### src/rtl/uart_tx_frame_if.sv
// uart_tx_frame_if: valid/ready word handshake feeding the UART serialiser.
//   tx_valid  master -> slave  tx_data holds a word to send
//   tx_data   master -> slave  word to send, DATA_BITS wide
//   tx_ready  slave -> master  serialiser accepts a word this cycle
interface uart_tx_frame_if #(
    parameter int unsigned DATA_BITS = 8
);
    logic                 tx_valid;
    logic [DATA_BITS-1:0] tx_data;
    logic                 tx_ready;

    modport master (output tx_valid, output tx_data, input tx_ready);
    modport slave  (input tx_valid, input tx_data, output tx_ready);
endinterface

### src/rtl/uart_tx_frame.sv
// uart_tx_frame: UART serialiser. One word per valid/ready handshake is sent as a start bit,
// LSB-first data, optional parity and STOP_BITS stop bits, each bit CLKS_PER_BIT clocks long.
// Optional feature macro: UART_TX_PARITY_EN inserts a parity bit (sense set by PARITY_ODD).
// Ports:
//   clock       system clock, all state on posedge
//   reset       asynchronous, active-high
//   tx          slave side of the word handshake (tx_valid, tx_data, tx_ready)
//   serial_out  registered UART line, idle high
//   busy        frame in progress
//   tx_done     one-cycle pulse in the last clock of the final stop bit
module uart_tx_frame #(
    parameter int unsigned DATA_BITS    = 8,
    parameter int unsigned CLKS_PER_BIT = 9,
    parameter int unsigned STOP_BITS    = 1,
    parameter int unsigned PARITY_ODD   = 0
) (
    input  logic              clock,
    input  logic              reset,
    uart_tx_frame_if.slave    tx,
    output logic              serial_out,
    output logic              busy,
    output logic              tx_done
);

    if (DATA_BITS < 5 || DATA_BITS > 9) begin : g_bad_data_bits
        $error("uart_tx_frame: DATA_BITS must be 5..9");
    end
    if (CLKS_PER_BIT < 2) begin : g_bad_clks_per_bit
        $error("uart_tx_frame: CLKS_PER_BIT must be >= 2");
    end
    if (STOP_BITS < 1 || STOP_BITS > 2) begin : g_bad_stop_bits
        $error("uart_tx_frame: STOP_BITS must be 1 or 2");
    end
    if (PARITY_ODD > 1) begin : g_bad_parity_odd
        $error("uart_tx_frame: PARITY_ODD must be 0 or 1");
    end

    localparam int unsigned BaudW = $clog2(CLKS_PER_BIT);
    localparam int unsigned BitW  = $clog2(DATA_BITS + 1);

    localparam logic [BaudW-1:0] LastBaud = BaudW'(CLKS_PER_BIT - 1);
    localparam logic [BitW-1:0]  LastData = BitW'(DATA_BITS - 1);
    localparam logic [BitW-1:0]  LastStop = BitW'(STOP_BITS - 1);

    localparam logic [2:0] StIdle   = 3'd0;
    localparam logic [2:0] StStart  = 3'd1;
    localparam logic [2:0] StData   = 3'd2;
    localparam logic [2:0] StParity = 3'd3;
    localparam logic [2:0] StStop   = 3'd4;

    logic [2:0]           state_q, state_d;
    logic [BaudW-1:0]     baud_q, baud_d;
    logic [BitW-1:0]      bit_q, bit_d;
    logic [DATA_BITS-1:0] shift_q, shift_d;
    logic                 serial_q, serial_d;
    logic                 baud_wrap;
`ifdef UART_TX_PARITY_EN
    logic                 parity_q, parity_d;
`endif

    assign baud_wrap = (baud_q == LastBaud);

    always_comb begin
        state_d = state_q;
        baud_d  = baud_q;
        bit_d   = bit_q;
        shift_d = shift_q;
`ifdef UART_TX_PARITY_EN
        parity_d = parity_q;
`endif
        if (state_q != StIdle) begin
            baud_d = baud_wrap ? '0 : baud_q + BaudW'(1);
        end
        case (state_q)
            StIdle: begin
                if (tx.tx_valid) begin
                    state_d = StStart;
                    shift_d = tx.tx_data;
                    baud_d  = '0;
                    bit_d   = '0;
`ifdef UART_TX_PARITY_EN
                    parity_d = (PARITY_ODD != 0) ? ~^tx.tx_data : ^tx.tx_data;
`endif
                end
            end
            StStart: begin
                if (baud_wrap) begin
                    state_d = StData;
                end
            end
            StData: begin
                if (baud_wrap) begin
                    if (bit_q == LastData) begin
`ifdef UART_TX_PARITY_EN
                        state_d = StParity;
`else
                        state_d = StStop;
`endif
                        bit_d = '0;
                    end else begin
                        bit_d   = bit_q + BitW'(1);
                        shift_d = shift_q >> 1;
                    end
                end
            end
`ifdef UART_TX_PARITY_EN
            StParity: begin
                if (baud_wrap) begin
                    state_d = StStop;
                end
            end
`endif
            StStop: begin
                if (baud_wrap) begin
                    if (bit_q == LastStop) begin
                        state_d = StIdle;
                        bit_d   = '0;
                    end else begin
                        bit_d = bit_q + BitW'(1);
                    end
                end
            end
            default: state_d = StIdle;
        endcase

        // Line level follows the next state so it changes on the same edge as the state.
        case (state_d)
            StStart: serial_d = 1'b0;
            StData:  serial_d = shift_d[0];
`ifdef UART_TX_PARITY_EN
            StParity: serial_d = parity_d;
`endif
            default: serial_d = 1'b1;
        endcase
    end

    always_ff @(posedge clock or posedge reset) begin
        if (reset) begin
            state_q  <= StIdle;
            baud_q   <= '0;
            bit_q    <= '0;
            shift_q  <= '0;
            serial_q <= 1'b1;
`ifdef UART_TX_PARITY_EN
            parity_q <= 1'b0;
`endif
        end else begin
            state_q  <= state_d;
            baud_q   <= baud_d;
            bit_q    <= bit_d;
            shift_q  <= shift_d;
            serial_q <= serial_d;
`ifdef UART_TX_PARITY_EN
            parity_q <= parity_d;
`endif
        end
    end

    assign tx.tx_ready = (state_q == StIdle);
    assign busy        = (state_q != StIdle);
    assign tx_done     = (state_q == StStop) && baud_wrap && (bit_q == LastStop);
    assign serial_out  = serial_q;

endmodule

### src/flat_wrapper.sv
// flat-port wrapper written by rule: the top's interface ports become plain ports
module uart_tx_frame_flat 
#(
    parameter int unsigned DATA_BITS    = 8,
    parameter int unsigned CLKS_PER_BIT = 9,
    parameter int unsigned STOP_BITS    = 1,
    parameter int unsigned PARITY_ODD   = 0
)
  (clock, reset, serial_out, busy, tx_done, tx_tx_valid, tx_tx_data, tx_tx_ready);
  uart_tx_frame_if #(.DATA_BITS(DATA_BITS)) tx_i ();
  input  logic clock;
  input  logic reset;
  output logic serial_out;
  output logic busy;
  output logic tx_done;
  input wire logic [$bits(tx_i.tx_valid)-1:0] tx_tx_valid;
  input wire logic [$bits(tx_i.tx_data)-1:0] tx_tx_data;
  output wire logic [$bits(tx_i.tx_ready)-1:0] tx_tx_ready;
  assign tx_i.tx_valid = tx_tx_valid;
  assign tx_i.tx_data = tx_tx_data;
  assign tx_tx_ready = tx_i.tx_ready;
  uart_tx_frame #(.DATA_BITS(DATA_BITS), .CLKS_PER_BIT(CLKS_PER_BIT), .STOP_BITS(STOP_BITS), .PARITY_ODD(PARITY_ODD)) u_core (.clock(clock), .reset(reset), .tx(tx_i), .serial_out(serial_out), .busy(busy), .tx_done(tx_done));
endmodule
### config.mk
export PLATFORM = sky130hd
export DESIGN_NAME = uart_tx_frame_flat
export DESIGN_NICKNAME = d
export VERILOG_FILES = /design/src/rtl/uart_tx_frame_if.sv /design/src/rtl/uart_tx_frame.sv /design/src/flat_wrapper.sv
export SDC_FILE = /design/constraint.sdc
export NUM_CORES = 1
export LEC_CHECK = 0
export ABC_CLOCK_PERIOD_IN_PS = 2050
export CORE_MARGIN = 1
export CORE_UTILIZATION = 54
export CTS_BUF_LIST = sky130_fd_sc_hd__clkbuf_16
export DETAILED_ROUTE_END_ITERATION = 10
export PLACE_DENSITY_LB_ADDON = 0.15
export REMOVE_ABC_BUFFERS = 1
export SLEW_MARGIN = 5
export SYNTH_ARGS = -nofsm -noshare
export SYNTH_HDL_FRONTEND = slang
export SYNTH_SLANG_ARGS = --single-unit
### constraint.sdc
create_clock -name clock -period 2.05 [get_ports clock]
set_clock_uncertainty 0.1 [all_clocks]
set_input_delay 0.3075 -clock clock [delete_from_list [all_inputs] [get_ports clock]]
set_output_delay 0.3075 -clock clock [all_outputs]
set_load 0.02 [all_outputs]
## After elaboration in Yosys (flattened, before gate mapping)

Cells that the tools add are included.

| word-level totals | value |
|---|---|
| bits in registers | 20 |
| input bits | 11 |
| output and inout bits | 4 |
| word-level logic and storage cells | 50 |

| cells by class | value |
|---|---|
| $add $sub $neg | 2 |
| eq/ne operators | 11 |
| multiplexer cells | 22 |
| reduce and logical (&&, ||, !) cells | 9 |

Operators with widths:

| operator | count |
|---|---|
| $mux 4 | 9 |
| $mux 8 | 3 |
| $mux 3 | 6 |
| $pmux 8 s2 | 1 |
| $pmux 3 s4 | 1 |
| $pmux 4 s3 | 1 |
| $add 4x1->4 const B | 2 |
| $reduce_and 4->1 | 2 |
| $eq 3x1->1 const B | 2 |
| $eq 3x2->1 const B | 2 |
| $reduce_bool 3->1 | 2 |
| $eq 4x3->1 const B | 1 |
| $eq 4x4->1 const B | 1 |
| $logic_not 4->1 | 1 |
| $ne 2x1->1 const B | 2 |
| $ne 2x2->1 const B | 2 |
| $eq 3x3->1 const B | 1 |
| $logic_not 3->1 | 1 |
| $logic_and 1x1->1 | 2 |
| $pmux 1 s2 | 1 |
| $reduce_bool 2->1 | 1 |

## Logic depth before layout (Yosys ltp)

| depth | value |
|---|---|
| depth after elaboration | 6 |
| mapped depth | 8 |
| mapped depth without buffers | 6 |

## Least setup slack after synthesis

Ideal clock, no wire load.

| path | value |
|---|---|
| path kind | flip-flop to output port |
| start point | reg u_core.bit_q[0] |
| end point | out tx_done |
| data arrival time | 1.858 ns |
| data required time | 1.642 ns |
| slack | -0.215 ns |
| stages on the path, launching flop included | 6 |
| buffers on the path | 0 |
| cell sequence | dfrtp_1 inv_1 ha_1 or3b_1 or2_2 nor4_1 |

| between the ends | value |
|---|---|
| cells in the longest elaborated chain, start to end | 2 |

Ends and longest elaborated chain:

| item | RTL line | RTL |
|---|---|---|
| from (decl) | uart_tx_frame.sv:53 | `logic [BitW-1:0] bit_q, bit_d;` |
| from (signal assigned) | uart_tx_frame.sv:150 | `bit_q <= bit_d;` |
| $logic_not 4->1 | uart_tx_frame.sv:161 | `assign tx_done = (state_q == StStop) && baud_wrap && (bit_q == LastStop);` |
| $logic_and 1x1->1 | uart_tx_frame.sv:161 |  |
| to (decl) | flat_wrapper.sv:15 | `output logic tx_done;` |

No other way between the ends.

## Worst setup path after layout

Same ends and word-level chain as after synthesis.

==> flow_metrics.py <==
metrics = {
    "power": {
        "clockPowerShare": 0.252,
        "intPower_w": 0.00145,
        "switchingPower_w": 0.000696,
        "p_leak_nw": 0.713,
        "switching_share": 0.324,
        "power_density_nw_per_um2": 1400,
        "combinationalPowerShare": 0.445,
        "ir_drop_uv": 1030,
        "seqPwrFrac": 0.303,
    },
    "setup_path": {
        "rrSetupSlack_ps": 110,
        "r2r-end": "u_core.bit_q[2]",
        "cp_data_arrival_time_ps": 1770,
        "critPathRequiredTime_ps": 1640,
        "slowest_stage": "dfrtp_1",
        "startpoint": "u_core.bit_q[0]",
        "path_class": "reg -> out",
        "crit_fanout": 2,
        "end_kind": "primary output",
        "start_kind": "register",
        "rr_startpoint": "u_core.bit_q[0]",
        "reg2regPathDepth": 7,
        "max_stage_delay_ps": 390,
        "crit_chain": "inv_2 > ha_1 > or3b_4 > or2_4 > nor4_4 > buf_4",
    },
    "drt": {
        "drc": 0,
        "wire_per_inst_um": 16.3,
        "wl_um": 2710,
        "antenna_left": 0,
        "viasPerCell": 5.72,
        "dr.pass1.iters": 4,
        "drt_iter0_markers": 35,
        "via_count": 955,
    },
    "sta": {
        "hold_viol_final": 0,
        "finalCritPeriodShare": 1.06,
        "holdWs_ps": 212,
        "setup_viol": 1,
        "finalSetupTns_ps": -132,
        "min_period_ps": 2180,
        "final.setup.worst_slack_ps": -132,
        "finalMaxSlewViolations": 0,
        "rsz0062_at_grt": "yes",
        "tightest_slew_ps": 464,
        "max_freq_mhz": 458,
        "relSlewSlack": 0.690,
    },
    "clocking": {
        "clk_pin_slew_worst_paths_ps": 60,
        "cts_root_buffer": "clkbuf_16",
        "clockBufferDepth": 2,
        "clk_latency_ps": 260,
        "cts_sinks": 20,
        "htreeDepth": 1,
        "cts_buffers": 3,
        "cts_tree": "built",
    },
    "worst_hold_path": {
        "min_path_type": "in -> async",
    },
    "yosys": {
        "netlist_instances": 110,
        "ys_seq_area_frac": 0.429,
        "synth-main-ff-cell": "dfrtp_1",
        "synthSimpleGateAreaFrac": 0.212,
        "ys_warn_count": 0,
        "synthAdderAreaFrac": 0.0428,
        "synth.mux.area_fraction": 0.0225,
        "ys_ff_latch": 20,
        "synth_top_family_by_area": "simple AND/OR/NAND/NOR gates",
        "synth.distinct_cells": 46,
        "async_reset_ff_frac": 1.00,
        "syn_avg_cell_area_um2": 10.6,
        "synth.cell_area_um2": 1170,
        "yosys.area_share.xor_xnor": 0.00749,
        "synth_compound_area_frac": 0.191,
        "synth-edff-count": 0,
    },
    "placement": {
        "gp_congestion": 0.799,
        "pre_cts_slack_ps": -484,
        "port-buffer-count": 14,
        "dpl.hpwl_um": 1910,
    },
    "grt": {
        "grt_pass1_wl_um": 4660,
        "gr-total-overflow": 0,
        "grt_pass1_vias": 978,
        "grt_max_degree": 14,
        "antenna_found_initial": 0,
        "grt_usage": 0.267,
    },
    "floorplanning": {
        "core-area_um2": 2000,
        "dieArea_um2": 2360,
        "boundaryPins": 15,
        "num_rows": 16,
        "initial_core_util": 0.584,
        "die_w_um": 48.5,
        "die_h_um": 48.5,
    },
    "finish": {
        "diodes": 0,
        "nets": 156,
        "layout-drive-gt1-share": 0.300,
        "syn2layout_area_growth_pct": 31.6,
    },
    "outcome": {
        "violations": "negative setup slack",
        "outcome": "finished with violations",
    },
    "run": {
        "drv_cap": 0,
    },
}
logic make-up after synthesis:
group,count (synthesis)
buffers and inverters,16
AND/OR/NAND/NOR,40
flip-flops,20
XOR/XNOR,1
AO/OA/AOI/OAI,27
multiplexers,2
adder cells (fa/ha/maj),4
flip-flops by register name, indices dropped and copies added, names as in the netlist:
register and cells:
u_core.shift_q 8, u_core.serial_out 1, u_core.bit_q 4, u_core.state_q 3, u_core.baud_q 4
cells in the mapped netlist, types with 2 or more instances:
master	count	area share
nor2_1	7	0.022
and3_1	7	0.037
a21oi_1	3	0.013
nor4_1	2	0.011
a221o_1	7	0.060
buf_6	4	0.038
nor3_1	2	0.0086
nand3b_1	3	0.019
a22oi_1	2	0.013
nor2b_1	3	0.016
o21ai_0	4	0.017
ha_1	4	0.043
nand3_1	2	0.0086
dfrtp_1	19	0.41
nand2_1	3	0.0096
o31ai_1	2	0.013
inv_1	7	0.022
how the worst max path moves through the flow:
stage,end,cells after the start
finish,tx_done,6
detailed placement,tx_done,6
floorplan,tx_done,5
global placement,tx_done,6
CTS,tx_done,6
global route,tx_done,6
layout make-up:
class	instances	area, um^2
Clock buffer	3	75.1
Timing Repair Buffer	34	285
Inverter	8	35.0
Fill cell	145	463
Sequential cell	20	502
Tap cell	27	33.8
Clock inverter	1	30.0
Multi-Input combinational cell	74	578
routing by layer:
layer | wire (um) | global-route usage | vias up
met3 | 72 | 0.0660 | 4
met2 | 1450 | 0.451 | 13
li1 | - | - | 463
met5 | 0 | 0 | -
met1 | 1160 | 0.333 | 475
met4 | 33 | 0.0882 | 0
power groups by stage:
stage	registers [W]	clock network (W)	logic, W
after floorplan	0.000679	0	0.000496
after global placement	0.000647	0	0.000864
after detailed placement	0.000654	0	0.000900
after CTS	0.000648	0.000545	0.000940
after global routing	0.000668	0.000563	0.00105
final	0.000651	0.000542	0.000956
layout by cell type (no fill, tap or decap), types with 2 or more instances in the layout:
cell | synthesis | routed
ha_1 | 4 | 4
or2_4 | 1 | 2
a21oi_1 | 3 | 3
inv_1 | 7 | 6
dlygate4sd2_1 | 0 | 2
nand2_1 | 3 | 3
clkbuf_16 | 0 | 3
nand3b_1 | 3 | 3
dfrtp_1 | 19 | 19
nor3_1 | 2 | 2
nand3_1 | 2 | 2
nor2b_1 | 3 | 3
o21ai_0 | 4 | 4
nor2_1 | 7 | 7
and3_1 | 7 | 7
a22oi_1 | 2 | 2
buf_4 | 1 | 21
clkdlybuf4s50_1 | 0 | 11
a221o_1 | 7 | 7
o31ai_1 | 2 | 2
through the flow:
| stage | total power, W | std cells | util | instance area, um^2 |
|---|---|---|---|---|
| 2_1_floorplan | 0.00117 | 102 | - | 1090 |
| 3_3_place_gp | 0.00151 | 161 | 0.701 | 1400 |
| 3_5_place_dp | 0.00155 | 161 | 0.701 | 1400 |
| 4_1_cts | 0.00213 | 167 | 0.761 | 1520 |
| 5_1_grt | 0.00228 | 167 | 0.769 | 1540 |
| 6_report | 0.00215 | 167 | 0.769 | 1540 |
worst max-delay path: cells and delay by family (launching register included):
family / cells / cell delay, ps
AND/OR/NAND/NOR: 3 / 750
flip-flops: 1 / 390
adder cells (fa/ha/maj): 1 / 130
buffers and inverters: 2 / 240
what timing repair did:
item | CTS | global route
buffers inserted | 2 | 0
setup endpoints to repair | 3 | 6
hold buffers | 0 | 0
pin swaps | 1 | 1
resized for setup | 10 | 4
(Power assumes the default switching activity.)
